File: config.mk
export PLATFORM = sky130hd
export DESIGN_NAME = slice_controller
export DESIGN_NICKNAME = d
export VERILOG_FILES = /design/src/rtl/slice_controller.sv
export SDC_FILE = /design/constraint.sdc
export NUM_CORES = 1
export LEC_CHECK = 0
export ABC_AREA = 1
export CAP_MARGIN = 40
export CORE_MARGIN = 1.5
export CORE_UTILIZATION = 40
export DETAILED_ROUTE_END_ITERATION = 16
export PLACE_DENSITY = 0.65
export SETUP_SLACK_MARGIN = 0.5
export SKIP_LAST_GASP = 1
export SYNTH_ARGS = -nofsm -noshare
export SYNTH_HDL_FRONTEND = slang
export SYNTH_SLANG_ARGS = --single-unit
File: constraint.sdc
create_clock -name clk -period 10.9 [get_ports clk]
set_clock_uncertainty 0.05 [all_clocks]
set_input_delay 2.18 -clock clk [delete_from_list [all_inputs] [get_ports clk]]
set_output_delay 2.18 -clock clk [all_outputs]
set_load 0.03 [all_outputs]
File: src/rtl/slice_controller.sv
// Slicing job sequencer: calibrate, feed and cut N slices, then return to the start position.
// Outputs are registered decodes of the next state, so every output follows its qualifying input by one clock.
module slice_controller (
  input  logic        clk,
  input  logic        rst,
  input  logic        start,
  input  logic        pause,
  input  logic [4:0]  slice_num,
  input  logic        valid,
  input  logic [16:0] distance,
  input  logic        triggerSuc,
  output logic        trigger,
  output logic        move,
  input  logic        cut_end,
  output logic        cut,
  output logic        finish,
  output logic        back
);

  typedef enum logic [3:0] {
    IDLE, CAL_TRIG, CAL_WAIT, TRIG, WAIT, CUT, BTRIG, BWAIT, PAUSE, DONE
  } state_t;

  typedef enum logic [1:0] {PH_CAL, PH_FEED, PH_BACK} phase_t;

  state_t      state_q, state_d;
  phase_t      phase_q, phase_d;
  logic [4:0]  k_q, k_d;
  logic [4:0]  sn_q, sn_d;
  logic [16:0] l0_q, l0_d;
  logic        trigger_q, trigger_d;
  logic        move_q, move_d;
  logic        cut_q, cut_d;
  logic        finish_q, finish_d;
  logic        back_q, back_d;

  logic [21:0] feed_lhs, feed_rhs;
  logic [4:0]  k_inc;

  // Cut point for slice k: distance/L0 <= (N-1-k)/N, cross-multiplied to stay in integers.
  assign feed_lhs = 22'(distance) * 22'(sn_q);
  assign feed_rhs = 22'(l0_q) * 22'(5'(sn_q - 5'd1 - k_q));
  assign k_inc    = k_q + 5'd1;

  always_comb begin
    state_d = state_q;
    phase_d = phase_q;
    k_d     = k_q;
    sn_d    = sn_q;
    l0_d    = l0_q;
    case (state_q)
      IDLE, DONE: begin
        if (start) begin
          state_d = CAL_TRIG;
          k_d     = 5'd0;
          sn_d    = slice_num;
        end
      end
      CAL_TRIG: begin
        if (pause) begin
          state_d = PAUSE;
          phase_d = PH_CAL;
        end else if (triggerSuc) begin
          state_d = CAL_WAIT;
        end
      end
      CAL_WAIT: begin
        if (pause) begin
          state_d = PAUSE;
          phase_d = PH_CAL;
        end else if (valid) begin
          l0_d    = distance;
          state_d = (sn_q < 5'd2) ? DONE : TRIG;
        end
      end
      TRIG: begin
        if (pause) begin
          state_d = PAUSE;
          phase_d = PH_FEED;
        end else if (triggerSuc) begin
          state_d = WAIT;
        end
      end
      WAIT: begin
        if (pause) begin
          state_d = PAUSE;
          phase_d = PH_FEED;
        end else if (valid) begin
          state_d = (feed_lhs <= feed_rhs) ? CUT : TRIG;
        end
      end
      CUT: begin
        if (cut_end) begin
          k_d     = k_inc;
          state_d = (k_inc == 5'(sn_q - 5'd1)) ? BTRIG : TRIG;
        end
      end
      BTRIG: begin
        if (pause) begin
          state_d = PAUSE;
          phase_d = PH_BACK;
        end else if (triggerSuc) begin
          state_d = BWAIT;
        end
      end
      BWAIT: begin
        if (pause) begin
          state_d = PAUSE;
          phase_d = PH_BACK;
        end else if (valid) begin
          state_d = (distance >= l0_q) ? DONE : BTRIG;
        end
      end
      PAUSE: begin
        // Resume re-issues the trigger; any measurement in flight is dropped.
        if (pause) begin
          case (phase_q)
            PH_CAL:  state_d = CAL_TRIG;
            PH_FEED: state_d = TRIG;
            default: state_d = BTRIG;
          endcase
        end
      end
      default: state_d = IDLE;
    endcase
  end

  always_comb begin
    trigger_d = 1'b0;
    move_d    = 1'b0;
    cut_d     = 1'b0;
    finish_d  = 1'b0;
    back_d    = 1'b0;
    case (state_d)
      CAL_TRIG: trigger_d = 1'b1;
      TRIG: begin
        trigger_d = 1'b1;
        move_d    = 1'b1;
      end
      WAIT:     move_d = 1'b1;
      CUT:      cut_d = 1'b1;
      BTRIG: begin
        trigger_d = 1'b1;
        back_d    = 1'b1;
      end
      BWAIT:    back_d = 1'b1;
      DONE:     finish_d = 1'b1;
      default: ;
    endcase
  end

  always_ff @(posedge clk) begin
    if (rst) begin
      state_q   <= IDLE;
      phase_q   <= PH_CAL;
      k_q       <= 5'd0;
      sn_q      <= 5'd0;
      l0_q      <= 17'd0;
      trigger_q <= 1'b0;
      move_q    <= 1'b0;
      cut_q     <= 1'b0;
      finish_q  <= 1'b0;
      back_q    <= 1'b0;
    end else begin
      state_q   <= state_d;
      phase_q   <= phase_d;
      k_q       <= k_d;
      sn_q      <= sn_d;
      l0_q      <= l0_d;
      trigger_q <= trigger_d;
      move_q    <= move_d;
      cut_q     <= cut_d;
      finish_q  <= finish_d;
      back_q    <= back_d;
    end
  end

  assign trigger = trigger_q;
  assign move    = move_q;
  assign cut     = cut_q;
  assign finish  = finish_q;
  assign back    = back_q;

endmodule

# Word-level counts from Yosys, hierarchy flattened

Cells that the tools add are included.

$add $sub $neg: 3
Multiply operators: 2
Order comparisons: 3
Equal/unequal tests: 23
Muxes and demuxes: 33
Bitwise operators: 1
Reductions and logical operators: 15

Operators by type and width:

| kind                                                       | count |
|---|---|
| two-way mux 4 bit                                          | 17 |
| multiplier 17 x 5 -> 22 bit                                | 2 |
| one-hot mux 4 bit (9 select lines)                         | 1 |
| equality test 4 x 3 -> 1 bit, second input constant        | 8 |
| less-or-equal comparator 22 bit                            | 1 |
| greater-or-equal comparator 17 bit                         | 1 |
| equality test 4 x 2 -> 1 bit, second input constant        | 3 |
| equality test 4 bit, second input constant                 | 3 |
| OR reduction 2 bit                                         | 6 |
| two-way mux 5 bit                                          | 2 |
| one-hot mux 5 bit (2 select lines)                         | 1 |
| equality test 4 x 1 -> 1 bit, second input constant        | 2 |
| two-way mux 2 bit                                          | 3 |
| two-way mux 3 bit                                          | 2 |
| != test 2 x 1 -> 1 bit, second input constant              | 3 |
| one-hot mux 2 bit (3 select lines)                         | 1 |
| one-hot mux 3 bit (2 select lines)                         | 1 |
| AND reduction 3 bit                                        | 2 |
| adder 5 x 1 -> 5 bit, second input constant                | 1 |
| equality test 5 bit                                        | 1 |
| less-than comparator 5 x 2 -> 1 bit, second input constant | 1 |
| two-way mux 1 bit                                          | 5 |
| subtractor 5 x 1 -> 5 bit, second input constant           | 1 |
| subtractor 5 bit                                           | 1 |
| other kinds (10)                                           | 11 |

Register bits after elaboration: 38
Input port bits: 29
Output and inout bits: 5

# Logic depth before layout (Yosys ltp)

Depth in word-level cells: 11
Gate-level depth with buffers: 48
Depth with buffers taken out: 46

# Worst setup path before layout

No wires, ideal clock.

Kind: reg-to-reg
Start: register sn_q[0]
End: register back_q, in the netlist back
Data arrival time: 6.539 ns
Required time: 10.735 ns
Slack: 4.196 ns
Stages on the path, launching flop included: 41
Buffers on the path: 2
Clock period less this slack: 6.704 ns
Cells stage by stage: dfxtp_1 -> buf_2 -> inv_2 -> ha_1 -> xor2_2 -> ha_1 -> a21oi_1 -> inv_1 -> or2_2 -> nand2_1 -> clkbuf_1 -> nor2_1 -> fa_1 -> fa_1 -> inv_1 -> fa_1 -> inv_1 -> ha_1 -> (+5 left out) -> a22oi_1 -> a21oi_1 -> xor2_1 -> ha_1 -> nand2_1 -> nor2_1 -> nand2_1 -> inv_1 -> nand2_1 -> nor2_1 -> nand3_1 -> nand2_1 -> nand2_1 -> nand2_1 -> nand3_1 -> nand2_1 -> a21oi_1 -> and2_1

Longest elaborated chain between the ends: 11
Elaborated cells between the ends (all ways): 20

RTL lines:

| element                                | line   | source |
|---|---|---|
| from (decl)                            | 29     | `logic [4:0] sn_q, sn_d;` |
| from (signal assigned)                 | 168    | `sn_q <= sn_d;` |
| subtractor 5 x 1 -> 5 bit              | 42, 95 |  |
| subtractor 5 bit                       | 42     | `assign feed_rhs = 22'(l0_q) * 22'(5'(sn_q - 5'd1 - k_q));` |
| multiplier 17 x 5 -> 22 bit            | 42     |  |
| less-or-equal comparator 22 bit        | 89     | `state_d = (feed_lhs <= feed_rhs) ? CUT : TRIG;` |
| two-way mux 3 bit                      | 89     |  |
| two-way mux 4 bit                      | 88     | `end else if (valid) begin` |
| two-way mux 4 bit                      | 85     | `if (pause) begin` |
| one-hot mux 4 bit (9 select lines) (*) | 51     | `case (state_q)` |
| equality test 4 x 3 -> 1 bit           | 134    | `case (state_d)` |
| OR reduction 2 bit (no line) (*)       | -      |  |
| two-way mux 1 bit (*)                  | 134    |  |
| to (signal assigned)                   | 174    | `back_q <= back_d;` |
| to (decl)                              | 35     | `logic back_q, back_d;` |

Mark *: on every way between the ends. The rest lies on a longest branch, timed or not.
A chain may end at the register's enable or synchronous reset.

# Worst setup path in the final report

Start: register sn_q[1]
End: register back_q, in the netlist back

Same word-level chain as after synthesis.

==> summary.md <==
| Metric | Value |
|---|---|
| Outcome | completed |
| Non-filler instance count after layout | 1449 |
| DR vias | 7207 |
| Fraction of final layout cells with drive strength greater than 1 | 2.787% |
| Tcrit/Tclk final | 72.96% |
| Data required time of the critical path | 11.03 ns |
| Pre-Repair DR Iteration Count | 5 |
| Dominant cell type by area after synthesis | sky130_fd_sc_hd__fa_1 |
| Most repeated library cell on the critical path | sky130_fd_sc_hd__nand2_1 |
| Ranking of synthesized cells by area | sky130_fd_sc_hd__fa_1 23%, sky130_fd_sc_hd__ha_1 16%, sky130_fd_sc_hd__nand2_1 14% |
| Cells on worst reg2reg path | 39 |
| Startpoint of the worst hold path | k_q[4] |
| Grt total ovfl | 0 |
| Fin nets | 1408 |
| Number of distinct library cell variants in the gate-level netlist after synthesis | 43 |
| Final Wtd Congestion | 0.9186 |
| Wire length of the first global-routing pass | 35.09 mm |
| Die Y-Extent | 144.8 um |
| Hold_buf cts | 0 |
| Setup crit start kind | flop |
| Worst VDD drop | 0.00006000 V |
| CP max FO | 19 |
| Top-Level Pins | 34 |
| Clock insertion delay at the later pin of the skew report | 0.29 ns |
| Number of buffers inserted during clock tree synthesis | 5 |
| Worst reg2reg endpoint | back |
| Layout area overhead | 9.823% |
| Post-Syn Nets | 1388 |
| Deepest level of the CTS H-tree | 2 |
| Maximum clock rate | 125.7 MHz |
| Root Buffer Master | sky130_fd_sc_hd__clkbuf_16 |
| Remaining max-slew budget at the tightest pin | 45.72% |
| Initial DRC count | 386 |
| Hold Vio Cnt, Final | 0 |
| Ys Warns | 0 |
| Setup ws final | 2.947 ns |
| Number of max-capacitance violations reported | 0 |
| Placement Setup Slack | 2.959 ns |
| End-of-flow core utilization | 45.06% |
| Post-CTS setup-driven buffer insertion count | 0 |
| Initial antenna violation count | 0 |
| Netlist area before placement | 8038 sq um |
| Clock buffer depth | 2 |
| Largest net degree at the start of global routing | 35 |
| Core area | 19590 sq um |
| Number of core rows | 51 |
| Count of cells resized by post-cts repair | 0 |
| Post-synthesis instance total | 1163 |
| DRC violations left | 0 |
| Number of storage elements in the synthesis netlist | 38 |
| CTS tree | done |
| Number of max-slew violations in the final report | 0 |
| Number of antenna repair diodes | 0 |
| Wirelength per Cell | 14.16 um |
| Half-perimeter wire length of the detailed placement result | 17.12 mm |
| Via count of the first global-routing pass | 7140 |
| CP max-delay cell | sky130_fd_sc_hd__dfxtp_1 |
| Final-layout setup total negative slack | 0 ns |
| Sequential fraction of the synthesis area | 9.465% |
| Antenna-violating nets left | 0 |
| Starting utilization of the core area | 41.03% |
| Number of sinks handled by clock tree synthesis | 38 |
| Worst min-delay path endpoint | k_q[4] |
| Final-layout worst hold slack | 0.4391 ns |
| Endpoint class of the critical path | flop |
| Die W | 144.8 um |
| Number of setup violations in the final report | 0 |
| Type of the worst setup path | reg2reg |
| Leak | 4.880 nW |
| Worst hold path type | reg2reg |
| Number of I/O port buffers | 33 |
| CTS clock-pin slew for the worst setup and hold paths | 0.07 ns |
| Average vias per placed instance | 4.974 |
| Worst path max stage delay | 0.81 ns |
| Area share of the leading cell type in the synthesized netlist | 22.67% |
| Die Area | 20950 sq um |
| Final Routed Wirelength | 20.51 mm |
| Transition time of the tightest slew-check pin | 0.8131 ns |
| Syn Area/Cell | 6.911 sq um |
| Setup slack of the most critical reg-to-reg path | 2.95 ns |
| Min-Delay Path Depth | 2 |
| Total instance count after detailed placement | 1441 |
| Power density relative to cell area | 99.64 nW/um^2 |
| Time the final worst path needs with I/O delays and setup | 7.953 ns |
| Setup repair after global routing missed its margin | false |
| Arrival time of data at the critical path endpoint | 8.09 ns |
| Tot GR Track Use | 21.25% |
| Crit Reg-Reg Startpoint | sn_q[1] |
worst max-delay path, delay by kind of cell (launching register included):
kind	cells	cell delay [ns]
AO/OA/AOI/OAI	5	0.94
XOR/XNOR	2	0.33
adder cells (fa/ha/maj)	7	2.78
AND/OR/NAND/NOR	19	2.33
buffers and inverters	6	0.63
flip-flops	1	0.81
where the power goes:
group / total (mW) / internal (mW) / switching (mW) / leakage, nW
combinational: 0.521 / 0.194 / 0.327 / 4.48
clock: 0.200 / 0.132 / 0.0686 / 0.0940
sequential: 0.159 / 0.144 / 0.0142 / 0.308
total: 0.880 / 0.470 / 0.410 / 4.88
cells by family after synthesis:
| group | share of synthesized area [%] |
|---|---|
| simple gates | 23.23 |
| buf+inv | 12.00 |
| fa+ha+maj | 39.01 |
| compound gates | 11.52 |
| xor+xnor | 4.779 |
| flops | 9.465 |
cells in the mapped netlist:
| master | number |
|---|---|
| sky130_fd_sc_hd__o21ai_0 | 45 |
| sky130_fd_sc_hd__and2_1 | 2 |
| sky130_fd_sc_hd__clkinv_1 | 1 |
| sky130_fd_sc_hd__o21bai_1 | 4 |
| sky130_fd_sc_hd__nor2_2 | 2 |
| sky130_fd_sc_hd__a21oi_1 | 80 |
| sky130_fd_sc_hd__a21o_1 | 7 |
| sky130_fd_sc_hd__nor4_1 | 1 |
| sky130_fd_sc_hd__nand3_1 | 27 |
| sky130_fd_sc_hd__nand4_1 | 8 |
| sky130_fd_sc_hd__a21boi_0 | 1 |
| sky130_fd_sc_hd__o21ai_1 | 5 |
| sky130_fd_sc_hd__a31oi_1 | 5 |
| sky130_fd_sc_hd__xor2_1 | 26 |
| sky130_fd_sc_hd__o21a_1 | 1 |
| sky130_fd_sc_hd__nor3_1 | 9 |
| sky130_fd_sc_hd__buf_1 | 2 |
| sky130_fd_sc_hd__dfxtp_1 | 38 |
| sky130_fd_sc_hd__clkbuf_1 | 15 |
| sky130_fd_sc_hd__xor2_2 | 1 |
| sky130_fd_sc_hd__nor2_1 | 124 |
| sky130_fd_sc_hd__inv_2 | 8 |
| sky130_fd_sc_hd__nand3_2 | 2 |
| sky130_fd_sc_hd__buf_2 | 3 |
| sky130_fd_sc_hd__buf_4 | 2 |
| sky130_fd_sc_hd__nand2_2 | 2 |
| sky130_fd_sc_hd__a22oi_1 | 3 |
| sky130_fd_sc_hd__nand2_1 | 290 |
| sky130_fd_sc_hd__and3_1 | 1 |
| sky130_fd_sc_hd__a2111oi_2 | 1 |
| sky130_fd_sc_hd__fa_1 | 91 |
| sky130_fd_sc_hd__a21boi_1 | 1 |
| sky130_fd_sc_hd__o211ai_1 | 4 |
| sky130_fd_sc_hd__xnor2_1 | 16 |
| sky130_fd_sc_hd__o22ai_1 | 1 |
| sky130_fd_sc_hd__or2_2 | 2 |
| sky130_fd_sc_hd__a21oi_2 | 3 |
| sky130_fd_sc_hd__a211oi_1 | 2 |
| sky130_fd_sc_hd__inv_1 | 217 |
| sky130_fd_sc_hd__o221ai_1 | 1 |
| sky130_fd_sc_hd__o31ai_1 | 2 |
| sky130_fd_sc_hd__buf_6 | 2 |
| sky130_fd_sc_hd__ha_1 | 105 |
worst max-delay path by stage:
stage                      from  slack [ns]    to
floorplan               sn_q[0]        4.20  back
global placement    distance[1]        3.03  back
detailed placement      sn_q[1]        2.96  back
CTS                     sn_q[1]        3.00  back
global route            sn_q[1]        2.24  move
finish                  sn_q[1]        2.95  back
area by class of cell:
cell class	count	area, sq um
Clock buffer	5	125.1
Tap cell	265	331.6
Fill cell	2069	10760
Clock inverter	3	68.82
Multi-Input combinational cell	875	6312
Sequential cell	38	760.7
Timing Repair Buffer	37	380.4
Inverter	226	848.3
flip-flops by register name, summed over array words and instances (netlist names):
name	cells
sn_q	5
l0_q	17
back	1
trigger	1
cut	1
phase_q	2
move	1
state_q	4
k_q	5
finish	1
metal layers:
metal	vias up	GRT usage [%]	wire length [um]
met2	183	35.81	9447
met1	3348	28.27	9401
li1	3649	-	-
met5	-	0	0
met3	27	2.402	949
met4	0	7.124	714
placed cells by master, fill, tap and decap left out, types with 2 or more instances in the layout:
master,n
sky130_fd_sc_hd__a211oi_1,2
sky130_fd_sc_hd__a21o_1,7
sky130_fd_sc_hd__a21oi_1,80
sky130_fd_sc_hd__a21oi_2,3
sky130_fd_sc_hd__a22oi_1,3
sky130_fd_sc_hd__a31oi_1,5
sky130_fd_sc_hd__and2_1,2
sky130_fd_sc_hd__buf_4,3
sky130_fd_sc_hd__bufinv_16,2
sky130_fd_sc_hd__clkbuf_16,5
sky130_fd_sc_hd__clkdlybuf4s50_1,33
sky130_fd_sc_hd__dfxtp_1,38
sky130_fd_sc_hd__fa_1,91
sky130_fd_sc_hd__ha_1,105
sky130_fd_sc_hd__inv_1,217
sky130_fd_sc_hd__inv_2,8
sky130_fd_sc_hd__nand2_1,290
sky130_fd_sc_hd__nand2_2,2
sky130_fd_sc_hd__nand3_1,27
sky130_fd_sc_hd__nand3_2,2
sky130_fd_sc_hd__nand4_1,8
sky130_fd_sc_hd__nor2_1,124
sky130_fd_sc_hd__nor2_2,2
sky130_fd_sc_hd__nor3_1,9
sky130_fd_sc_hd__o211ai_1,4
sky130_fd_sc_hd__o21ai_0,45
sky130_fd_sc_hd__o21ai_1,5
sky130_fd_sc_hd__o21bai_1,4
sky130_fd_sc_hd__o31ai_1,2
sky130_fd_sc_hd__or2_2,2
sky130_fd_sc_hd__xnor2_1,16
sky130_fd_sc_hd__xor2_1,26
stage by stage:
step	power (mW)	instance area (sq um)
2_1_floorplan	0.5486	8038
4_1_cts	0.8856	8827
6_report	0.8795	8827
5_1_grt	0.9745	8827
3_3_place_gp	0.6701	8606
3_5_place_dp	0.6819	8633
No activity file was read; power rests on OpenSTA's default activity.
